### src/rtl/apb_gpio_master_arb_pkg.sv
// Shared definitions for the two-port APB master that fronts the GPIO bridge.
//   apb_state_t : transfer FSM states (IDLE / SETUP / ACCESS)
//   APB_ADDR_W  : default APB address width
//   APB_DATA_W  : default APB data width
//   apb_cmd_t   : one requester command {write, addr, wdata} at default widths
package apb_gpio_pkg;

  localparam int APB_ADDR_W = 32;
  localparam int APB_DATA_W = 32;

  typedef enum logic [1:0] {
    IDLE   = 2'd0,
    SETUP  = 2'd1,
    ACCESS = 2'd2
  } apb_state_t;

  typedef struct packed {
    logic                  write;
    logic [APB_ADDR_W-1:0] addr;
    logic [APB_DATA_W-1:0] wdata;
  } apb_cmd_t;

endpackage

### src/rtl/apb_gpio_master_arb_if.sv
// APB bus between this master and the GPIO bridge slave port.
//   master modport : drives PSEL/PENABLE/PWRITE/PADDR/PWDATA, samples PRDATA/PREADY
//   slave  modport : the mirror image, used by the bridge (or a bench model)
interface apb_gpio_master_arb_if #(
  parameter int ADDR_W = 32,
  parameter int DATA_W = 32
);

  logic              PSEL;
  logic              PENABLE;
  logic              PWRITE;
  logic [ADDR_W-1:0] PADDR;
  logic [DATA_W-1:0] PWDATA;
  logic [DATA_W-1:0] PRDATA;
  logic              PREADY;

  modport master (
    output PSEL, PENABLE, PWRITE, PADDR, PWDATA,
    input  PRDATA, PREADY
  );

  modport slave (
    input  PSEL, PENABLE, PWRITE, PADDR, PWDATA,
    output PRDATA, PREADY
  );

endinterface

### src/rtl/apb_gpio_master_arb_rr_arb2.sv
// Two-way round-robin arbiter.
//   clk, rst_n : clock and asynchronous active-low reset
//   req[1:0]   : requester valid lines
//   advance    : a grant was taken this cycle; remember it as the last winner
//   gnt_idx    : index of the granted requester (0 when nobody requests)
//   gnt_oh     : one-hot grant, all-zero when nobody requests
module rr_arb2 (
  input  logic       clk,
  input  logic       rst_n,
  input  logic [1:0] req,
  input  logic       advance,
  output logic       gnt_idx,
  output logic [1:0] gnt_oh
);

  // Last granted index; resets to 1 so requester 0 wins the first tie.
  logic last;

  always_comb begin
    gnt_idx = 1'b0;
    case (req)
      2'b01:   gnt_idx = 1'b0;
      2'b10:   gnt_idx = 1'b1;
      2'b11:   gnt_idx = ~last;
      default: gnt_idx = 1'b0;
    endcase
    gnt_oh = (req == 2'b00) ? 2'b00 : (gnt_idx ? 2'b10 : 2'b01);
  end

  always_ff @(posedge clk or negedge rst_n) begin
    if (!rst_n) begin
      last <= 1'b1;
    end else if (advance) begin
      last <= gnt_idx;
    end
  end

endmodule

### src/rtl/apb_gpio_master_arb.sv
// Two-port APB master sharing the GPIO bridge slave port between two requesters.
//   PCLK, PRESETn         : clock, asynchronous active-low reset
//   reqN_valid/write/addr/wdata : command from requester N
//   reqN_ready            : command accepted this cycle (combinational, IDLE only)
//   reqN_done/err/rdata   : registered one-cycle completion, err=1 on timeout
//   apb                   : APB master side (PSEL/PENABLE/PWRITE/PADDR/PWDATA,
//                           PRDATA/PREADY)
// A command is latched on acceptance, driven through SETUP then ACCESS, and
// completes on PREADY or aborts after TIMEOUT_CYC-1 PREADY-low ACCESS cycles.
module apb_gpio_master_arb
  import apb_gpio_pkg::*;
#(
  parameter int ADDR_W      = APB_ADDR_W,
  parameter int DATA_W      = APB_DATA_W,
  parameter int TIMEOUT_CYC = 16
) (
  input  logic              PCLK,
  input  logic              PRESETn,

  input  logic              req0_valid,
  input  logic              req0_write,
  input  logic [ADDR_W-1:0] req0_addr,
  input  logic [DATA_W-1:0] req0_wdata,
  output logic              req0_ready,
  output logic              req0_done,
  output logic              req0_err,
  output logic [DATA_W-1:0] req0_rdata,

  input  logic              req1_valid,
  input  logic              req1_write,
  input  logic [ADDR_W-1:0] req1_addr,
  input  logic [DATA_W-1:0] req1_wdata,
  output logic              req1_ready,
  output logic              req1_done,
  output logic              req1_err,
  output logic [DATA_W-1:0] req1_rdata,

  apb_gpio_master_arb_if.master apb
);

  localparam int CNT_W = (TIMEOUT_CYC > 2) ? $clog2(TIMEOUT_CYC) : 1;
  localparam logic [CNT_W-1:0] CNT_LAST = CNT_W'(TIMEOUT_CYC - 1);

  apb_state_t        state;
  logic              owner;
  logic [CNT_W-1:0]  wait_cnt;
  logic [CNT_W-1:0]  wait_cnt_nxt;

  logic              psel;
  logic              penable;
  logic              pwrite;
  logic [ADDR_W-1:0] paddr;
  logic [DATA_W-1:0] pwdata;

  logic [1:0]        done;
  logic [1:0]        err;
  logic [DATA_W-1:0] rdata0;
  logic [DATA_W-1:0] rdata1;

  logic [1:0]        req_v;
  logic              gnt_idx;
  logic [1:0]        gnt_oh;
  logic [1:0]        accept;
  logic              take;

  logic              sel_write;
  logic [ADDR_W-1:0] sel_addr;
  logic [DATA_W-1:0] sel_wdata;

  assign req_v = {req1_valid, req0_valid};

  rr_arb2 u_arb (
    .clk     (PCLK),
    .rst_n   (PRESETn),
    .req     (req_v),
    .advance (take),
    .gnt_idx (gnt_idx),
    .gnt_oh  (gnt_oh)
  );

  // Ready is only offered from IDLE, so a command arriving in the done cycle
  // is still taken without an extra bubble.
  assign accept     = (state == IDLE) ? (gnt_oh & req_v) : 2'b00;
  assign take       = |accept;
  assign req0_ready = accept[0];
  assign req1_ready = accept[1];

  assign sel_write = gnt_idx ? req1_write : req0_write;
  assign sel_addr  = gnt_idx ? req1_addr  : req0_addr;
  assign sel_wdata = gnt_idx ? req1_wdata : req0_wdata;

  assign wait_cnt_nxt = wait_cnt + CNT_W'(1);

  always_ff @(posedge PCLK or negedge PRESETn) begin
    if (!PRESETn) begin
      state    <= IDLE;
      owner    <= 1'b0;
      wait_cnt <= '0;
      psel     <= 1'b0;
      penable  <= 1'b0;
      pwrite   <= 1'b0;
      paddr    <= '0;
      pwdata   <= '0;
      done     <= 2'b00;
      err      <= 2'b00;
      rdata0   <= '0;
      rdata1   <= '0;
    end else begin
      // Responses are single-cycle pulses; rdata is zero outside them.
      done   <= 2'b00;
      err    <= 2'b00;
      rdata0 <= '0;
      rdata1 <= '0;
      case (state)
        IDLE: begin
          if (take) begin
            owner   <= gnt_idx;
            pwrite  <= sel_write;
            paddr   <= sel_addr;
            pwdata  <= sel_wdata;
            psel    <= 1'b1;
            penable <= 1'b0;
            state   <= SETUP;
          end
        end
        SETUP: begin
          penable  <= 1'b1;
          wait_cnt <= '0;
          state    <= ACCESS;
        end
        ACCESS: begin
          // Abort once the counter would reach TIMEOUT_CYC-1 with PREADY low.
          if (apb.PREADY || (wait_cnt_nxt == CNT_LAST)) begin
            psel        <= 1'b0;
            penable     <= 1'b0;
            wait_cnt    <= '0;
            state       <= IDLE;
            done[owner] <= 1'b1;
            err[owner]  <= ~apb.PREADY;
            if (apb.PREADY && !pwrite) begin
              if (owner) rdata1 <= apb.PRDATA;
              else       rdata0 <= apb.PRDATA;
            end
          end else begin
            wait_cnt <= wait_cnt_nxt;
          end
        end
        default: begin
          psel    <= 1'b0;
          penable <= 1'b0;
          state   <= IDLE;
        end
      endcase
    end
  end

  assign apb.PSEL    = psel;
  assign apb.PENABLE = penable;
  assign apb.PWRITE  = pwrite;
  assign apb.PADDR   = paddr;
  assign apb.PWDATA  = pwdata;

  assign req0_done  = done[0];
  assign req1_done  = done[1];
  assign req0_err   = err[0];
  assign req1_err   = err[1];
  assign req0_rdata = rdata0;
  assign req1_rdata = rdata1;

endmodule

### src/flat_wrapper.sv
// flat-port wrapper written by rule: the top's interface ports become plain ports
module apb_gpio_master_arb_flat import apb_gpio_pkg::*;
#(
  parameter int ADDR_W      = APB_ADDR_W,
  parameter int DATA_W      = APB_DATA_W,
  parameter int TIMEOUT_CYC = 16
)
  (PCLK, PRESETn, req0_valid, req0_write, req0_addr, req0_wdata, req0_ready, req0_done, req0_err, req0_rdata, req1_valid, req1_write, req1_addr, req1_wdata, req1_ready, req1_done, req1_err, req1_rdata, apb_PSEL, apb_PENABLE, apb_PWRITE, apb_PADDR, apb_PWDATA, apb_PRDATA, apb_PREADY);
  apb_gpio_master_arb_if #(.ADDR_W(ADDR_W), .DATA_W(DATA_W)) apb_i ();
  input  logic PCLK;
  input  logic PRESETn;
  input  logic req0_valid;
  input  logic req0_write;
  input  logic [ADDR_W-1:0] req0_addr;
  input  logic [DATA_W-1:0] req0_wdata;
  output logic req0_ready;
  output logic req0_done;
  output logic req0_err;
  output logic [DATA_W-1:0] req0_rdata;
  input  logic req1_valid;
  input  logic req1_write;
  input  logic [ADDR_W-1:0] req1_addr;
  input  logic [DATA_W-1:0] req1_wdata;
  output logic req1_ready;
  output logic req1_done;
  output logic req1_err;
  output logic [DATA_W-1:0] req1_rdata;
  output wire logic [$bits(apb_i.PSEL)-1:0] apb_PSEL;
  output wire logic [$bits(apb_i.PENABLE)-1:0] apb_PENABLE;
  output wire logic [$bits(apb_i.PWRITE)-1:0] apb_PWRITE;
  output wire logic [$bits(apb_i.PADDR)-1:0] apb_PADDR;
  output wire logic [$bits(apb_i.PWDATA)-1:0] apb_PWDATA;
  input wire logic [$bits(apb_i.PRDATA)-1:0] apb_PRDATA;
  input wire logic [$bits(apb_i.PREADY)-1:0] apb_PREADY;
  assign apb_PSEL = apb_i.PSEL;
  assign apb_PENABLE = apb_i.PENABLE;
  assign apb_PWRITE = apb_i.PWRITE;
  assign apb_PADDR = apb_i.PADDR;
  assign apb_PWDATA = apb_i.PWDATA;
  assign apb_i.PRDATA = apb_PRDATA;
  assign apb_i.PREADY = apb_PREADY;
  apb_gpio_master_arb #(.ADDR_W(ADDR_W), .DATA_W(DATA_W), .TIMEOUT_CYC(TIMEOUT_CYC)) u_core (.PCLK(PCLK), .PRESETn(PRESETn), .req0_valid(req0_valid), .req0_write(req0_write), .req0_addr(req0_addr), .req0_wdata(req0_wdata), .req0_ready(req0_ready), .req0_done(req0_done), .req0_err(req0_err), .req0_rdata(req0_rdata), .req1_valid(req1_valid), .req1_write(req1_write), .req1_addr(req1_addr), .req1_wdata(req1_wdata), .req1_ready(req1_ready), .req1_done(req1_done), .req1_err(req1_err), .req1_rdata(req1_rdata), .apb(apb_i));
endmodule
### config.mk
export PLATFORM = sky130hd
export DESIGN_NAME = apb_gpio_master_arb_flat
export DESIGN_NICKNAME = d
export VERILOG_FILES = /design/src/rtl/apb_gpio_master_arb_pkg.sv /design/src/rtl/apb_gpio_master_arb_if.sv /design/src/rtl/apb_gpio_master_arb_rr_arb2.sv /design/src/rtl/apb_gpio_master_arb.sv /design/src/flat_wrapper.sv
export SDC_FILE = /design/constraint.sdc
export NUM_CORES = 1
export LEC_CHECK = 0
export ABC_AREA = 1
export CAP_MARGIN = 40
export CORE_MARGIN = 2
export CORE_UTILIZATION = 43
export DETAILED_ROUTE_END_ITERATION = 10
export GPL_ROUTABILITY_DRIVEN = 0
export GPL_TIMING_DRIVEN = 0
export PLACE_DENSITY_LB_ADDON = 0.3
export SETUP_SLACK_MARGIN = 0.02
export SLEW_MARGIN = 20
export SYNTH_ARGS = -nofsm -noshare
export SYNTH_HDL_FRONTEND = slang
export SYNTH_SLANG_ARGS = --single-unit
### constraint.sdc
create_clock -name PCLK -period 4.8 [get_ports PCLK]
set_clock_uncertainty 0.15 [all_clocks]
set_input_delay 0.96 -clock PCLK [delete_from_list [all_inputs] [get_ports PCLK]]
set_output_delay 0.96 -clock PCLK [all_outputs]
set_load 0.02 [all_outputs]
* Yosys cells after proc, flatten, opt, wreduce, memory -nomap -nowiden *
Index checks and enable logic that the tools add are counted.

word-level totals
  input bits = 167
  memories kept = 0
  latch bits = 0
  output and inout port bits = 137
  word-level logic and storage cells = 70
  memory bits (writable) = 0
  register bits = 143
  memory bits (read-only) = 0

cells by class
  shifts and indexed selects = 0
  reduce and logical (&&, ||, !) cells = 11
  multiply operators = 0
  $add $sub $neg = 1
  eq/ne operators = 7
  div/mod/pow operators = 0
  muxes and demuxes = 31
  order comparisons = 2
  bitwise operators = 5

operators by type and width
  operator                                                                 count
  32-bit two-way mux                                                       10
  2-bit two-way mux                                                        9
  4-bit one-hot mux with 2 select lines                                    1
  2-bit == test, second input constant                                     3
  1-bit one-hot mux with 3 select lines                                    2
  2-bit one-hot mux with 3 select lines                                    1
  1-bit two-way mux                                                        5
  4-bit by 1-bit adder with 4-bit output, second input constant            1
  2-bit AND                                                                2
  4-bit == test, second input constant                                     1
  2-bit logical NOT                                                        2
  4-bit two-way mux                                                        1
  2-bit by 1-bit inequality test with 1-bit output, second input constant  2
  2-bit AND reduction                                                      2
  1-bit NOT                                                                3
  3-bit AND reduction                                                      1
  2-bit by 1-bit == test with 1-bit output, second input constant          1
  1-bit logical AND                                                        2
  1-bit by 2-bit < comparator with 1-bit output, second input constant     1
  1-bit one-hot mux with 2 select lines                                    1
  2-bit nonzero test                                                       1
  2-bit OR reduction                                                       1
  1-bit demux with 1-bit select                                            1
  1-bit >= comparator, second input constant                               1
  2 further kinds                                                          2

* Logic depth before layout (Yosys ltp) *
Gate-level depths: netlist (run 1).

  depth in word-level cells = 9
  depth in mapped cells = 10
  mapped depth without buffers = 10

* Cells and area by module *
From an unflattened synthesis (run 1), not the netlist that was laid out.

unflattened totals
  cells, all modules = 543
  area, all modules = 5,808.1 sq um

by module, submodules not included
  module               sequential area each (sq um)  instances  area each (sq um)  cells each
  apb_gpio_master_arb  3,528.4                       1          5,740.5            533
  rr_arb2              26.3                          1          67.6               10

* Worst setup path before layout (run 1) *
OpenSTA, ideal clock, no wires.

  kind = input -> output
  from = input req0_valid
  to = output req0_ready
  stages on the path = 6
  slack = 1,972 ps
  data arrival time = 1,718 ps
  buffers on the path = 2
  data required time = 3,690 ps
  cell sequence = nand2_1 > nand2_2 > inv_2 > buf_4 > buf_4 > nor2_1

between the ends
  cells in the longest elaborated chain, start to end = 6
  elaborated cells between the ends (all ways) = 8
  classes of those cells = eq/ne (2); mux (4); bitwise (1); reduce/logical (1)

ends and longest elaborated chain
  what                                   line                               RTL
  start: declaration                     flat_wrapper.sv:12                 input logic req0_valid;
  2-bit == test                          apb_gpio_master_arb_rr_arb2.sv:21  case (req)
  1-bit one-hot mux with 2 select lines  apb_gpio_master_arb_rr_arb2.sv:21
  2-bit two-way mux (2 in a row)         apb_gpio_master_arb_rr_arb2.sv:27  gnt_oh = (req == 2'b00) ? 2'b00 : (gnt_idx ? 2'b10 : 2'b01);
  2-bit AND *                            apb_gpio_master_arb.sv:83          assign accept = (state == IDLE) ? (gnt_oh & req_v) : 2'b00;
  2-bit two-way mux *                    apb_gpio_master_arb.sv:83
  end: declaration                       flat_wrapper.sv:16                 output logic req0_ready;

Mark *: on every way between the ends. The rest lies on a longest branch, timed or not.

* Worst setup path in the final report (run 1) *
Same ends and word-level chain as after synthesis.

==> results of run 1 <==
==> state kept, by name, indices dropped and copies added, names as in the netlist, 2 cells and up <==
name and count:
u_core.wait_cnt 4, u_core.req0_rdata 32, u_core.req1_rdata 32, u_core.state 2, u_core.apb.PWDATA 32, u_core.err 2, u_core.done 2, u_core.apb.PADDR 32
==> layout make-up <==
class,instances,share of cell area
sequential,142,0.365
timing repair buffer,304,0.315
multi-input combinational,379,0.188
clock buffer,19,0.0455
buffer,41,0.0257
tap,176,0.0226
inverter,50,0.0193
clock inverter,13,0.0192
==> power breakdown <==
part	internal (mW)	switching [mW]	total [mW]
Combinational	1.01	1.26	2.27
Sequential	1.54	0.178	1.72
Clock	0.885	0.512	1.40
==> worst register-to-register path, cell delays in order (launching register included) <==
cell and delay [ns]:
dfrtp_1 0.39, inv_1 0.08, ha_1 0.27, o21ai_2 0.17
buf_4 0.26, buf_2 0.25, nand2_1 0.09, o31ai_1 0.09
==> cells by family (layout without fill, tap and decap cells) <==
group | Yosys count | in the layout | synth area share
AOI/OAI and AO/OA | 72 | 72 | 0.0909
adders and majority gates | 5 | 5 | 0.0108
buffers and inverters | 91 | 427 | 0.0753
DFF | 142 | 142 | 0.611
and+or+nand+nor | 302 | 302 | 0.212
==> metal layers <==
metal  global-route usage  vias to the layer above  routed length [µm]
li1                     -                     2636                   -
met1                0.307                     2546                7000
met2                0.419                      237                8850
met3               0.0925                       34                1630
met4                0.114                        0                 543
met5                    0                        -                   0
==> per-stage QoR <==
step           power (mW)  setup TNS [ns]   util
2_1_floorplan        2.92               0      -
3_3_place_gp         3.99         -420.34  0.685
3_5_place_dp         4.02               0  0.688
4_1_cts              5.43               0  0.735
5_1_grt              5.70               0  0.735
6_report             5.39               0  0.735
==> worst min-delay path by stage <==
| stage | start | endpoint | slack [ns] | cells after the start |
|---|---|---|---|---|
| CTS | PRESETn | u_core.req0_rdata[2] | 0.33 | 1 |
| global route | PRESETn | u_core.req1_rdata[5] | 0.34 | 1 |
| global placement | u_core.apb.PSEL | u_core.apb.PSEL | 0.31 | 2 |
| finish | PRESETn | u_core.req1_rdata[7] | 0.32 | 1 |
| detailed placement | u_core.apb.PWDATA[7] | u_core.apb.PWDATA[7] | 0.32 | 2 |
| floorplan | u_core.u_arb.last | u_core.u_arb.last | 0.30 | 2 |
==> cell usage in the layout (no fill, tap or decap), types with 5 or more instances in the layout <==
cell type,netlist,routed
buf_4,6,6
o31ai_1,65,65
inv_1,49,49
clkbuf_1,7,8
dfrtp_1,141,141
ha_1,5,5
nand2_1,94,94
buf_2,17,17
buf_6,7,7
nor3_1,64,64
clkbuf_16,0,17
clkdlybuf4s50_1,0,302
nor2_1,135,135
==> results.cfg, run 1 <==
[synthesis]
yosys-top-cells-area = dfrtp_1 61%, nor2_1 8.7%, o31ai_1 8.4%
yosysMostFrequentCell = dfrtp_1
ys_seq_area_frac = 0.611
synth_edf_count = 0
synth_top_flop_cell = dfrtp_1
synth_cell_types = 24
ys_ff_latch = 142
yosys-top-cells-count = 141 x dfrtp_1, 135 x nor2_1, 94 x nand2_1
synth.avg_cell_area_um2 = 9.51
synth_area_um2 = 5820
yosysTopAreaCell = dfrtp_1
yosysTopAreaCellShare = 0.606
syn_inst = 612
synth_warnings = 0
async_flop_share = 1.00
syn_nets = 784

[timing]
max_freq_ghz = 0.256
worstMarginPinSlew_ns = 0.500
rsz0062_at_grt = false
setup_violations = 0
final_max_slew_viol_count = 0
slew_headroom = 0.667
min_period_ns = 3.91
period_share = 0.815
setup_slack_ns = 0.888
hold_violations = 0
hold_slack_ns = 0.318

[clocking]
cts_tree = built
cts-resized-gates = 0
cts_setup_buffers = 0
cts.sinks = 142
cts_hold_buf = 0
clk_pin_slew_ns = 0.06
cts_buffers = 17
cts-htree-levels = 4
clock_latency_ns = 0.41
root_buffer = clkbuf_16
clockBufferDepth = 2

[placed_design]
dpl_worst_slack_ns = 0.899
dpl_cell_area_um2 = 9100
dp.final_hpwl_mm = 13.5
port_buffers = 303
dp.cells = 1092

[route]
dr.pass1.iters = 4
drc = 0
num_vias = 5453
wl_per_cell_um = 16.0
routed_wl_mm = 18.0
ant_nets = 0
via_per_inst = 4.85
initialDrtViolationCount = 283

[run]
maxCapViolCount = 0

[global_route]
grt_pass1_vias = 5457
grt_overflow = 0
antenna_found_initial = 0
grt_usage = 0.257
grt_pass1_wl_mm = 28.7
grt_max_degree = 84

[finish]
num_antenna_cells = 0
syn2layout_area_growth_pct = 67.3
fillers = 970
multi_input_area_um2 = 1830
fin_area_um2 = 9730
nNetsFinal = 1107
ff_latch_area_um2 = 3550
drive_above_1_share = 0.0728
stdcell_count = 1124

[die]
die_h_um = 120
die-area_um2 = 14500
die_x_um = 120
start_util = 0.439
core_um2 = 13200
num_io_pins = 304
num_rows = 42

[worst_hold_path]
hold_class = in -> async

[power]
ir_drop_mv = 0.300
p_per_area_nw_per_um2 = 553
leakage_nw = 4.40

[critical_path]
setup.worst_path.start = req0_valid
endpoint_kind = primary output
crit_cells = 8
path_cells = clkdlybuf4s50_1 > nand2_1 > nand2_2 > inv_2 > buf_4 > buf_4 > nor2_1 > clkdlybuf4s50_1
critPathMaxFanout = 10
rr_worst_depth = 7
reg2reg_setup_slack_ns = 2.94
worst-path-buf-inv = 5
required_ns = 3.69
reg2reg_from = u_core.state[1]
cp.arrival_ns = 2.80
crit_path_max_incr_delay_ns = 0.63
cp-endpoint = req0_ready
crit_path_start_kind = input port
crit_family = buffers and inverters
cpMaxStageDelayCell = clkdlybuf4s50_1
worstSetupPathType = in -> out
timing.rr.end = u_core.apb.PWDATA[6]

[outcome]
status = finished, final reports clean
(Power assumes the default switching activity.)
==> inputs of run 2 (changes only) <==
- CORE_UTILIZATION: 43 -> 36
- clock period: 4.8 -> 3.28 ns (I/O delays scaled with it)
==> run 2 against run 1 <==
Die area is 19% higher; critical path depth decreased by 2; first-iteration DRC count rose by 6.4%; via count grew 0.59%; combinational power up 47%; critical endpoint is now req1_ready; highest routed layer unchanged.
==> results.cfg, run 2 (synthesis gave the netlist of run 1 again) <==
[outcome]
status = finished, final reports clean

[route]
via_per_inst = 4.71
drc = 0
num_vias = 5485
routed_wl_mm = 18.4
wl_per_cell_um = 15.8
dr.pass1.iters = 4
ant_nets = 0
initialDrtViolationCount = 301

[timing]
min_period_ns = 3.09
hold_violations = 0
slew_headroom = 0.661
worstMarginPinSlew_ns = 0.509
final_max_slew_viol_count = 0
period_share = 0.942
max_freq_ghz = 0.324
finalSetupTns_ns = 0
setup_violations = 0
rsz0062_at_grt = false

[clocking]
cts-htree-levels = 4
root_buffer = clkbuf_16
cts.sinks = 142
clockBufferDepth = 2
clk_pin_slew_ns = 0.06
cts_buffers = 17
clock_latency_ns = 0.41
cts_tree = built
cts_setup_buffers = 0

[critical_path]
cp.arrival_ns = 2.28
required_ns = 2.47
endpoint_kind = primary output
critPathMaxFanout = 10
worstSetupPathType = in -> out
crit_path_start_kind = input port

[finish]
drive_above_1_share = 0.0738
nNetsFinal = 1107
final_common_cell = clkdlybuf4s50_1
layout_common_cells = 301 x clkdlybuf4s50_1, 141 x dfrtp_1, 135 x nor2_1, 94 x nand2_1, 65 x o31ai_1
syn2layout_area_growth_pct = 66.8
num_antenna_cells = 0

[global_route]
grt_pass1_wl_mm = 29.4
grt_max_degree = 81
grt_overflow = 0
antenna_found_initial = 0
grt_pass1_vias = 5562
grt_usage = 0.217

[placed_design]
port_buffers = 303
dp.final_hpwl_mm = 13.8

[power]
power_mw = 7.68
p_seq_frac = 0.330
p_int_mw = 4.73
p_per_area_nw_per_um2 = 791
leakage_nw = 4.38
ir_drop_mv = 0.420
pwr-share-comb = 0.434
switching_share = 0.384
p_clk_frac = 0.236
switchingPower_mw = 2.95

[die]
core_um2 = 15800
die_h_um = 131
num_rows = 46
die-area_um2 = 17200
start_util = 0.368
die_x_um = 131
num_io_pins = 304

[worst_hold_path]
hold_class = in -> async

[run]
maxCapViolCount = 0
run 2: cell count changes in the layout (fill, tap and decap cells not counted), sizes merged:
cell and delta:
dlygate4sd2 +1, clkinv +1, clkdlybuf4s50 -1, inv +6
clkbuf -2, bufinv -4, clkinvlp -1
run 2: worst max-delay path, cell delays in order:
cell	delay, ns
clkdlybuf4s50_1	0.47
nand2_1	0.10
nand2_2	0.08
buf_6	0.16
nor2_1	0.17
clkdlybuf4s50_1	0.64
run 2: final timing paths:
| check | from | end | slack (ns) | cells after the start |
|---|---|---|---|---|
| setup / recovery | req0_valid | req1_ready | 0.19 | 6 |
| hold / removal | PRESETn | u_core.req1_rdata[2] | 0.04 | 1 |
| setup reg to reg | u_core.state[1] | u_core.apb.PWDATA[22] | 1.36 | 7 |
| hold reg to reg | u_core.u_arb.last | u_core.u_arb.last | 0.32 | 2 |
| max in group asynchronous | PRESETn | u_core.u_arb.last | 2.14 | 2 |
| min in group PCLK | u_core.u_arb.last | u_core.u_arb.last | 0.32 | 2 |
run 2: metal layers:
metal	up-vias	wire length, µm	GRT usage
li1	2634	-	-
met1	2567	7520	0.260
met2	256	8990	0.370
met3	28	1570	0.0725
met4	0	353	0.0707
met5	-	0	0
run 2: final cells by class:
type                            count  area, µm²
Fill cell                        1345       6120
Tap cell                          216        270
Timing Repair Buffer              304       3060
Inverter                           50        188
Buffer                             41        250
Clock buffer                       17        425
Clock inverter                     15        128
Sequential cell                   142       3550
Multi-Input combinational cell    379       1830
run 2: power by group through the flow:
stage | Clock, mW | Combinational (mW) | Sequential (mW)
floorplan | 0 | 1.18 | 3.09
global placement | 0 | 3.34 | 2.54
detailed placement | 0 | 3.37 | 2.55
CTS | 1.85 | 3.38 | 2.53
global route | 1.92 | 3.60 | 2.59
finish | 1.81 | 3.33 | 2.53
run 2: timing repair:
item	in CTS	in global routing
setup endpoints to repair	1	0
gates resized for setup	1	0
hold buffers	0	0
run 2: through the flow:
| step | cells | util | setup WS (ns) | cell area, µm² | hold WS, ns |
|---|---|---|---|---|---|
| 3_5_place_dp | 1132 | 0.578 | -0.0556 | 9160 | 0.316 |
| 3_3_place_gp | 1131 | 0.576 | -4.32 | 9120 | 0.309 |
| 4_1_cts | 1164 | 0.613 | 0.170 | 9710 | 0.0446 |
| 2_1_floorplan | 612 | - | 1.06 | 5820 | 0.210 |
| 5_1_grt | 1164 | 0.613 | 0.0952 | 9710 | 0.0588 |
| 6_report | 1164 | 0.613 | 0.192 | 9710 | 0.0352 |
